==> config.mk <==
export PLATFORM = sky130hd
export DESIGN_NAME = cache_control_nway
export DESIGN_NICKNAME = d
export VERILOG_FILES = /design/src/rtl/cache_control_nway.sv
export SDC_FILE = /design/constraint.sdc
export NUM_CORES = 1
export LEC_CHECK = 0
export BUFFER_PORTS_ARGS = -buffer_cell sky130_fd_sc_hd__buf_2
export CAP_MARGIN = 20
export CORE_MARGIN = 2
export CORE_UTILIZATION = 30
export CTS_CLUSTER_DIAMETER = 150
export DETAILED_ROUTE_END_ITERATION = 6
export SLEW_MARGIN = 20
export SYNTH_ARGS = -nofsm -noshare
export SYNTH_HDL_FRONTEND = slang
export SYNTH_SLANG_ARGS = --single-unit
==> constraint.sdc <==
create_clock -name clk -period 6.3 [get_ports clk]
set_input_delay 0.945 -clock clk [delete_from_list [all_inputs] [get_ports clk]]
set_output_delay 0.945 -clock clk [all_outputs]
set_load 0.02 [all_outputs]
==> src/rtl/cache_control_nway.sv <==
// Control FSM for an N-way set-associative write-back/write-allocate L1 cache.
// Owns the per-set tree pseudo-LRU state and sequences hits, writeback/refill and whole-cache flush.
module cache_control_nway #(
    parameter int WAYS = 4,
    parameter int SETS = 16,
    localparam int WAY_W = $clog2(WAYS),
    localparam int SET_W = $clog2(SETS)
) (
    input  logic             clk,
    input  logic             rst,
    input  logic             mem_read,
    input  logic             mem_write,
    input  logic [SET_W-1:0] set_idx,
    input  logic             flush_req,
    output logic             flush_done,
    input  logic [WAYS-1:0]  hit_vec,
    input  logic [WAYS-1:0]  valid_vec,
    input  logic [WAYS-1:0]  dirty_vec,
    output logic             array_read,
    output logic             index_sel,
    output logic [SET_W-1:0] flush_idx,
    output logic [WAY_W-1:0] way_idx,
    output logic [WAYS-1:0]  data_we,
    output logic [WAYS-1:0]  tag_we,
    output logic [WAYS-1:0]  valid_we,
    output logic [WAYS-1:0]  dirty_we,
    output logic             dirty_in,
    output logic             data_src,
    output logic             mem_resp,
    output logic             pmem_read,
    output logic             pmem_write,
    input  logic             pmem_resp,
    output logic             pmem_addr_sel,
    output logic             busy
);

    typedef enum logic [2:0] {
        IDLE      = 3'd0,
        LOOKUP    = 3'd1,
        WRITEBACK = 3'd2,
        REFILL    = 3'd3,
        FL_READ   = 3'd4,
        FL_CHECK  = 3'd5,
        FL_WB     = 3'd6
    } state_e;

    state_e           state_q, state_d;
    logic [WAY_W-1:0] way_q, way_d;
    logic [SET_W-1:0] flush_idx_q, flush_idx_d;
    // Heap-ordered tree: node 1 is the root, node n has children 2n (lower half) and 2n+1.
    logic [WAYS-1:1]  plru_q [SETS];
    logic [WAYS-1:1]  plru_d [SETS];

    logic             plru_we_s;
    logic [WAY_W-1:0] plru_way_s;
    logic [WAY_W-1:0] hit_way_s, inv_way_s, victim_s, fl_way_s, way_idx_s;
    logic [WAYS-1:0]  vd_vec_s;
    logic             array_read_s, index_sel_s, dirty_in_s, data_src_s, mem_resp_s;
    logic             pmem_read_s, pmem_write_s, pmem_addr_sel_s, flush_done_s;
    logic [WAYS-1:0]  data_we_s, tag_we_s, valid_we_s, dirty_we_s;

    function automatic logic [WAY_W-1:0] lowest_set(input logic [WAYS-1:0] v);
        logic [WAY_W-1:0] r;
        r = {WAY_W{1'b0}};
        for (int i = WAYS - 1; i >= 0; i--) begin
            if (v[i]) begin
                r = WAY_W'(i);
            end else begin
                r = r;
            end
        end
        return r;
    endfunction

    function automatic logic [WAYS-1:0] onehot(input logic [WAY_W-1:0] w);
        logic [WAYS-1:0] r;
        r    = {WAYS{1'b0}};
        r[w] = 1'b1;
        return r;
    endfunction

    function automatic logic [WAY_W-1:0] plru_victim(input logic [WAYS-1:1] bits);
        logic [WAY_W-1:0] node;
        logic [WAY_W:0]   nxt;
        logic [WAY_W-1:0] v;
        node = WAY_W'(1'b1);
        v    = {WAY_W{1'b0}};
        for (int l = WAY_W - 1; l >= 0; l--) begin
            v[l] = bits[node];
            nxt  = {node, bits[node]};
            node = nxt[WAY_W-1:0];
        end
        return v;
    endfunction

    function automatic logic [WAYS-1:1] plru_touch(input logic [WAYS-1:1] bits,
                                                   input logic [WAY_W-1:0] w);
        logic [WAY_W-1:0] node;
        logic [WAY_W:0]   nxt;
        logic [WAYS-1:1]  r;
        node = WAY_W'(1'b1);
        r    = bits;
        for (int l = WAY_W - 1; l >= 0; l--) begin
            r[node] = ~w[l];
            nxt     = {node, w[l]};
            node    = nxt[WAY_W-1:0];
        end
        return r;
    endfunction

    assign hit_way_s = lowest_set(hit_vec);
    assign inv_way_s = lowest_set(~valid_vec);
    assign victim_s  = (&valid_vec) ? plru_victim(plru_q[set_idx]) : inv_way_s;
    assign vd_vec_s  = valid_vec & dirty_vec;
    assign fl_way_s  = lowest_set(vd_vec_s);

    // Next-state and per-state output decode.
    always_comb begin
        state_d         = state_q;
        way_d           = way_q;
        flush_idx_d     = flush_idx_q;
        way_idx_s       = way_q;
        plru_we_s       = 1'b0;
        plru_way_s      = way_q;
        array_read_s    = 1'b0;
        index_sel_s     = 1'b0;
        dirty_in_s      = 1'b0;
        data_src_s      = 1'b0;
        mem_resp_s      = 1'b0;
        pmem_read_s     = 1'b0;
        pmem_write_s    = 1'b0;
        pmem_addr_sel_s = 1'b0;
        flush_done_s    = 1'b0;
        data_we_s       = {WAYS{1'b0}};
        tag_we_s        = {WAYS{1'b0}};
        valid_we_s      = {WAYS{1'b0}};
        dirty_we_s      = {WAYS{1'b0}};
        case (state_q)
            IDLE: begin
                array_read_s = 1'b1;
                if (mem_read || mem_write) begin
                    state_d = LOOKUP;
                end else if (flush_req) begin
                    flush_idx_d = {SET_W{1'b0}};
                    state_d     = FL_READ;
                end else begin
                    state_d = IDLE;
                end
            end
            LOOKUP: begin
                if (|hit_vec) begin
                    way_idx_s  = hit_way_s;
                    way_d      = hit_way_s;
                    mem_resp_s = 1'b1;
                    plru_we_s  = 1'b1;
                    plru_way_s = hit_way_s;
                    if (mem_write) begin
                        data_we_s  = onehot(hit_way_s);
                        dirty_we_s = onehot(hit_way_s);
                        dirty_in_s = 1'b1;
                    end else begin
                        data_we_s = {WAYS{1'b0}};
                    end
                    state_d = IDLE;
                end else begin
                    way_idx_s = victim_s;
                    way_d     = victim_s;
                    if (valid_vec[victim_s] && dirty_vec[victim_s]) begin
                        state_d = WRITEBACK;
                    end else begin
                        state_d = REFILL;
                    end
                end
            end
            WRITEBACK: begin
                pmem_write_s    = 1'b1;
                pmem_addr_sel_s = 1'b1;
                if (pmem_resp) begin
                    state_d = REFILL;
                end else begin
                    state_d = WRITEBACK;
                end
            end
            REFILL: begin
                pmem_read_s = 1'b1;
                if (pmem_resp) begin
                    data_we_s  = onehot(way_q);
                    tag_we_s   = onehot(way_q);
                    valid_we_s = onehot(way_q);
                    dirty_we_s = onehot(way_q);
                    data_src_s = 1'b1;
                    plru_we_s  = 1'b1;
                    state_d    = IDLE;
                end else begin
                    state_d = REFILL;
                end
            end
            FL_READ: begin
                array_read_s = 1'b1;
                index_sel_s  = 1'b1;
                state_d      = FL_CHECK;
            end
            FL_CHECK: begin
                index_sel_s = 1'b1;
                way_idx_s   = fl_way_s;
                way_d       = fl_way_s;
                if (|vd_vec_s) begin
                    state_d = FL_WB;
                end else if (flush_idx_q == SET_W'(SETS - 1)) begin
                    flush_done_s = 1'b1;
                    state_d      = IDLE;
                end else begin
                    flush_idx_d = flush_idx_q + SET_W'(1'b1);
                    state_d     = FL_READ;
                end
            end
            FL_WB: begin
                index_sel_s     = 1'b1;
                pmem_write_s    = 1'b1;
                pmem_addr_sel_s = 1'b1;
                if (pmem_resp) begin
                    dirty_we_s = onehot(way_q);
                    state_d    = FL_READ;
                end else begin
                    state_d = FL_WB;
                end
            end
            default: begin
                state_d = IDLE;
            end
        endcase
    end

    // PLRU next value: only the set of the current CPU request is ever touched.
    always_comb begin
        plru_d = plru_q;
        if (plru_we_s) begin
            plru_d[set_idx] = plru_touch(plru_q[set_idx], plru_way_s);
        end else begin
            plru_d[set_idx] = plru_q[set_idx];
        end
    end

    // State, latched way, flush counter and PLRU registers.
    always_ff @(posedge clk or posedge rst) begin
        if (rst) begin
            state_q     <= IDLE;
            way_q       <= {WAY_W{1'b0}};
            flush_idx_q <= {SET_W{1'b0}};
            for (int s = 0; s < SETS; s++) begin
                plru_q[s] <= {(WAYS - 1){1'b0}};
            end
        end else begin
            state_q     <= state_d;
            way_q       <= way_d;
            flush_idx_q <= flush_idx_d;
            plru_q      <= plru_d;
        end
    end

    // Reset forces every output low at once, including strobes of an in-flight transfer.
    assign array_read    = array_read_s & ~rst;
    assign index_sel     = index_sel_s & ~rst;
    assign flush_idx     = rst ? {SET_W{1'b0}} : flush_idx_q;
    assign way_idx       = rst ? {WAY_W{1'b0}} : way_idx_s;
    assign data_we       = rst ? {WAYS{1'b0}} : data_we_s;
    assign tag_we        = rst ? {WAYS{1'b0}} : tag_we_s;
    assign valid_we      = rst ? {WAYS{1'b0}} : valid_we_s;
    assign dirty_we      = rst ? {WAYS{1'b0}} : dirty_we_s;
    assign dirty_in      = dirty_in_s & ~rst;
    assign data_src      = data_src_s & ~rst;
    assign mem_resp      = mem_resp_s & ~rst;
    assign pmem_read     = pmem_read_s & ~rst;
    assign pmem_write    = pmem_write_s & ~rst;
    assign pmem_addr_sel = pmem_addr_sel_s & ~rst;
    assign flush_done    = flush_done_s & ~rst;
    assign busy          = (state_q != IDLE) & ~rst;

endmodule
==> impl_metrics.tcl <==
set metrics [dict create \
    drt_iter0_markers 213 \
    instances_no_fill 536 \
    power_switching_uw 594 \
    synthArstFlopShare 1.00 \
    crit_type "input port to output pin" \
    layout-drive-gt1-share 0.270 \
    ys_types 50 \
    hold_class "register to register" \
    synth_edf_count 0 \
    grt_antenna_before_repair 0 \
    yosys.area.top_type "dfrtp_1" \
    p_leak_uw 0.00168 \
    rows 38 \
    setup_tns_ns 0 \
    cts_buffer_depth 2 \
    syn_nets 370 \
    fin_area_mm2 0.00386 \
    wirelength_um 7890 \
    clkLatencyLatePin_ns 0.34 \
    synth-seq-area-share 0.430 \
    fin_nets 414 \
    fmax_ghz 0.227 \
    yosys_warnings 0 \
    synth-seq-cells 57 \
    dpl_cell_area_mm2 0.00367 \
    synth_top_area_share 0.430 \
    grt_pass1_wl_um 13200 \
    cp_max_fo 23 \
    grt_start_max_net_pins 60 \
    ys.flop_type "dfrtp_1" \
    clock-sinks 57 \
    maxCapViolations 0 \
    cts_root_buf "clkbuf_8" \
    vdd_ir_drop_max_mv 0.194 \
    h-tree-depth 3 \
    area_delta_synth_final_pct 16.6 \
    globalplace.congestion 0.782 \
    dp.cells 520 \
    startpoint_type "input port" \
    num_antenna_cells 0 \
    die_area_mm2 0.0119 \
    placeableCoreArea_mm2 0.0108 \
    cts_tree "built" \
    die_h_um 109 \
    crit_path_end_kind "output pin" \
    worst_pin_slew_ns 0.807 \
    synth_area_leaders "dfrtp_1 43%, mux4_2 8.8%, mux2_2 6.1%" \
    arrival_ns 3.46 \
    power.density_mw_per_mm2 404 \
    rsz0062_at_grt "false" \
    status "complete, no violations" \
    grt_pass1_vias 2678 \
    cts.clk_slew.worst_paths_ns 0.07 \
    ctsHoldBuffers 0 \
    netlist_area_mm2 0.00331 \
    dp_hpwl_um 5730 \
    grt_usage 0.141 \
    fin_crit_ns 4.40 \
    cp_slowest_cell "mux4_2" \
    synth_cells 347 \
    ant_nets 0 \
    worstPathBufferInverterCount 2 \
    max_slew_margin 0.457 \
    cts_setup_buffers 0 \
    pwr-share-seq 0.418 \
    dr.pass1.iters 4 \
    vias 2761 \
    drc 0 \
    power_frac_clock 0.214 \
    cp_cell_sequence "buf_2 > mux4_2 > mux4_2 > a21oi_2 > a21oi_1 > a311o_1 > a41oi_2 > buf_2" \
    cp.required_ns 5.35 \
    numCtsBuffers 9 \
    syn_area_per_cell_um2 9.55 \
    io_buffers 53 \
    globalRoute.totalOverflow 0 \
    slowest_delay_ns 0.59 \
    clock_skew_ns 0.00978 \
    via_per_inst 5.15 \
    start_util 0.307 \
    switching_share 0.380 \
    fillers 1106 \
    cp_top_family "multiplexers" \
    report.final.slew_viol_count 0 \
    wl_per_cell_um 14.7 \
    fin_total_pwr_uw 1560 \
    comb_power_share 0.368 \
    p_int_uw 969 \
    final_hold_viol_count 0 \
    die_width_um 109 \
    period_share 0.699 \
    setup_viol 0 \
    pin_count 54 \
    cts_resized 0 \
]
-- cells by family after synthesis --
| group | Yosys count | synth area share |
|---|---|---|
| muxes | 37 | 0.168 |
| AOI/OAI and AO/OA | 74 | 0.137 |
| DFF | 57 | 0.430 |
| adders and majority gates | 2 | 0.00679 |
| buffers and inverters | 30 | 0.0415 |
| xor gates and xnor gates | 4 | 0.0106 |
| and+or+nand+nor | 143 | 0.206 |
-- layout make-up --
class / instances / area [um2] / area share
repair buffers: 56 / 288 / 0.0745
multi-input cells: 260 / 1750 / 0.454
well taps: 140 / 175 / 0.0453
flip-flops and latches: 57 / 1430 / 0.369
inverters: 7 / 26.3 / 0.00680
clock inverters: 6 / 67.6 / 0.0175
clock buffers: 10 / 128 / 0.0330
-- cell usage in the layout (no fill, tap or decap), types with 9 or more instances in the layout --
master    count
nor2_1       49
clkbuf_8      9
o21ai_0      13
nand2_1      33
a21oi_1      33
dfrtp_1      57
mux4_2       13
buf_2        53
mux2_2       18
nand2b_1     11
nor3_1       12
-- worst min-delay path: stages (launching register included) --
cell and delay, ns:
dfrtp_1 0.34, nand2_1 0.04, o21ai_0 0.06
-- worst paths after layout --
kind                             from          to  slack, ns  cells past startpoint
min reg2reg                plru_q[13]  plru_q[13]       0.48                      2
min in group asynchronous         rst  state_q[1]       0.94                      3
max in group asynchronous         rst  plru_q[42]       4.84                      3
max reg2reg                state_q[0]  plru_q[12]       3.99                      5
max                        set_idx[1]  way_idx[0]       1.90                      8
min                        plru_q[13]  plru_q[13]       0.48                      2
-- flip-flops by register name (all words and copies together) (netlist names) --
signal	flops
way_q	2
flush_idx_q	4
state_q	3
plru_q	48
-- power groups by stage --
stage / Clock, uW / Sequential, uW / Combinational (uW)
6_report: 334 / 653 / 576
5_1_grt: 364 / 674 / 648
4_1_cts: 344 / 650 / 576
3_5_place_dp: 0 / 655 / 574
3_3_place_gp: 0 / 657 / 559
2_1_floorplan: 0 / 581 / 479
-- cells in the mapped netlist, types with 2 or more instances --
cell type  number
o21bai_1        2
nand4_1         2
nand3_1         6
a21oi_1        34
o211ai_1        3
xnor2_1         2
inv_1           7
xor2_1          2
buf_1           2
mux2i_1         6
and2_1          3
nor3_1         12
or3_1           2
dfrtp_1        57
mux4_2         13
nor2b_1         7
a22oi_1         7
nor2_1         49
nand3b_1        3
and3_1          6
buf_4           5
nand2_1        33
o21ai_0        13
buf_2           5
nor3b_1         3
nor4_1          2
clkbuf_1       11
nand2b_1       11
mux2_2         18
-- stage by stage --
step / hold WS [ns] / setup WS, ns / utilization
CTS: 0.485 / 1.90 / 0.358
global placement: 0.464 / 1.93 / 0.340
floorplan: 0.445 / 1.42 / -
finish: 0.478 / 1.90 / 0.358
global route: 0.525 / 1.76 / 0.358
detailed placement: 0.470 / 1.91 / 0.340
-- metal layers --
metal	part of all wire	vias to the layer above	GRT usage	routed length, um
met5	0	-	0	0
met4	0.0080	0	0.0330	63
met3	0.068	6	0.0424	538
met2	0.44	83	0.219	3470
met1	0.48	1338	0.194	3820
li1	-	1334	-	-
Note: power is estimated with default switching activity, not from simulation.
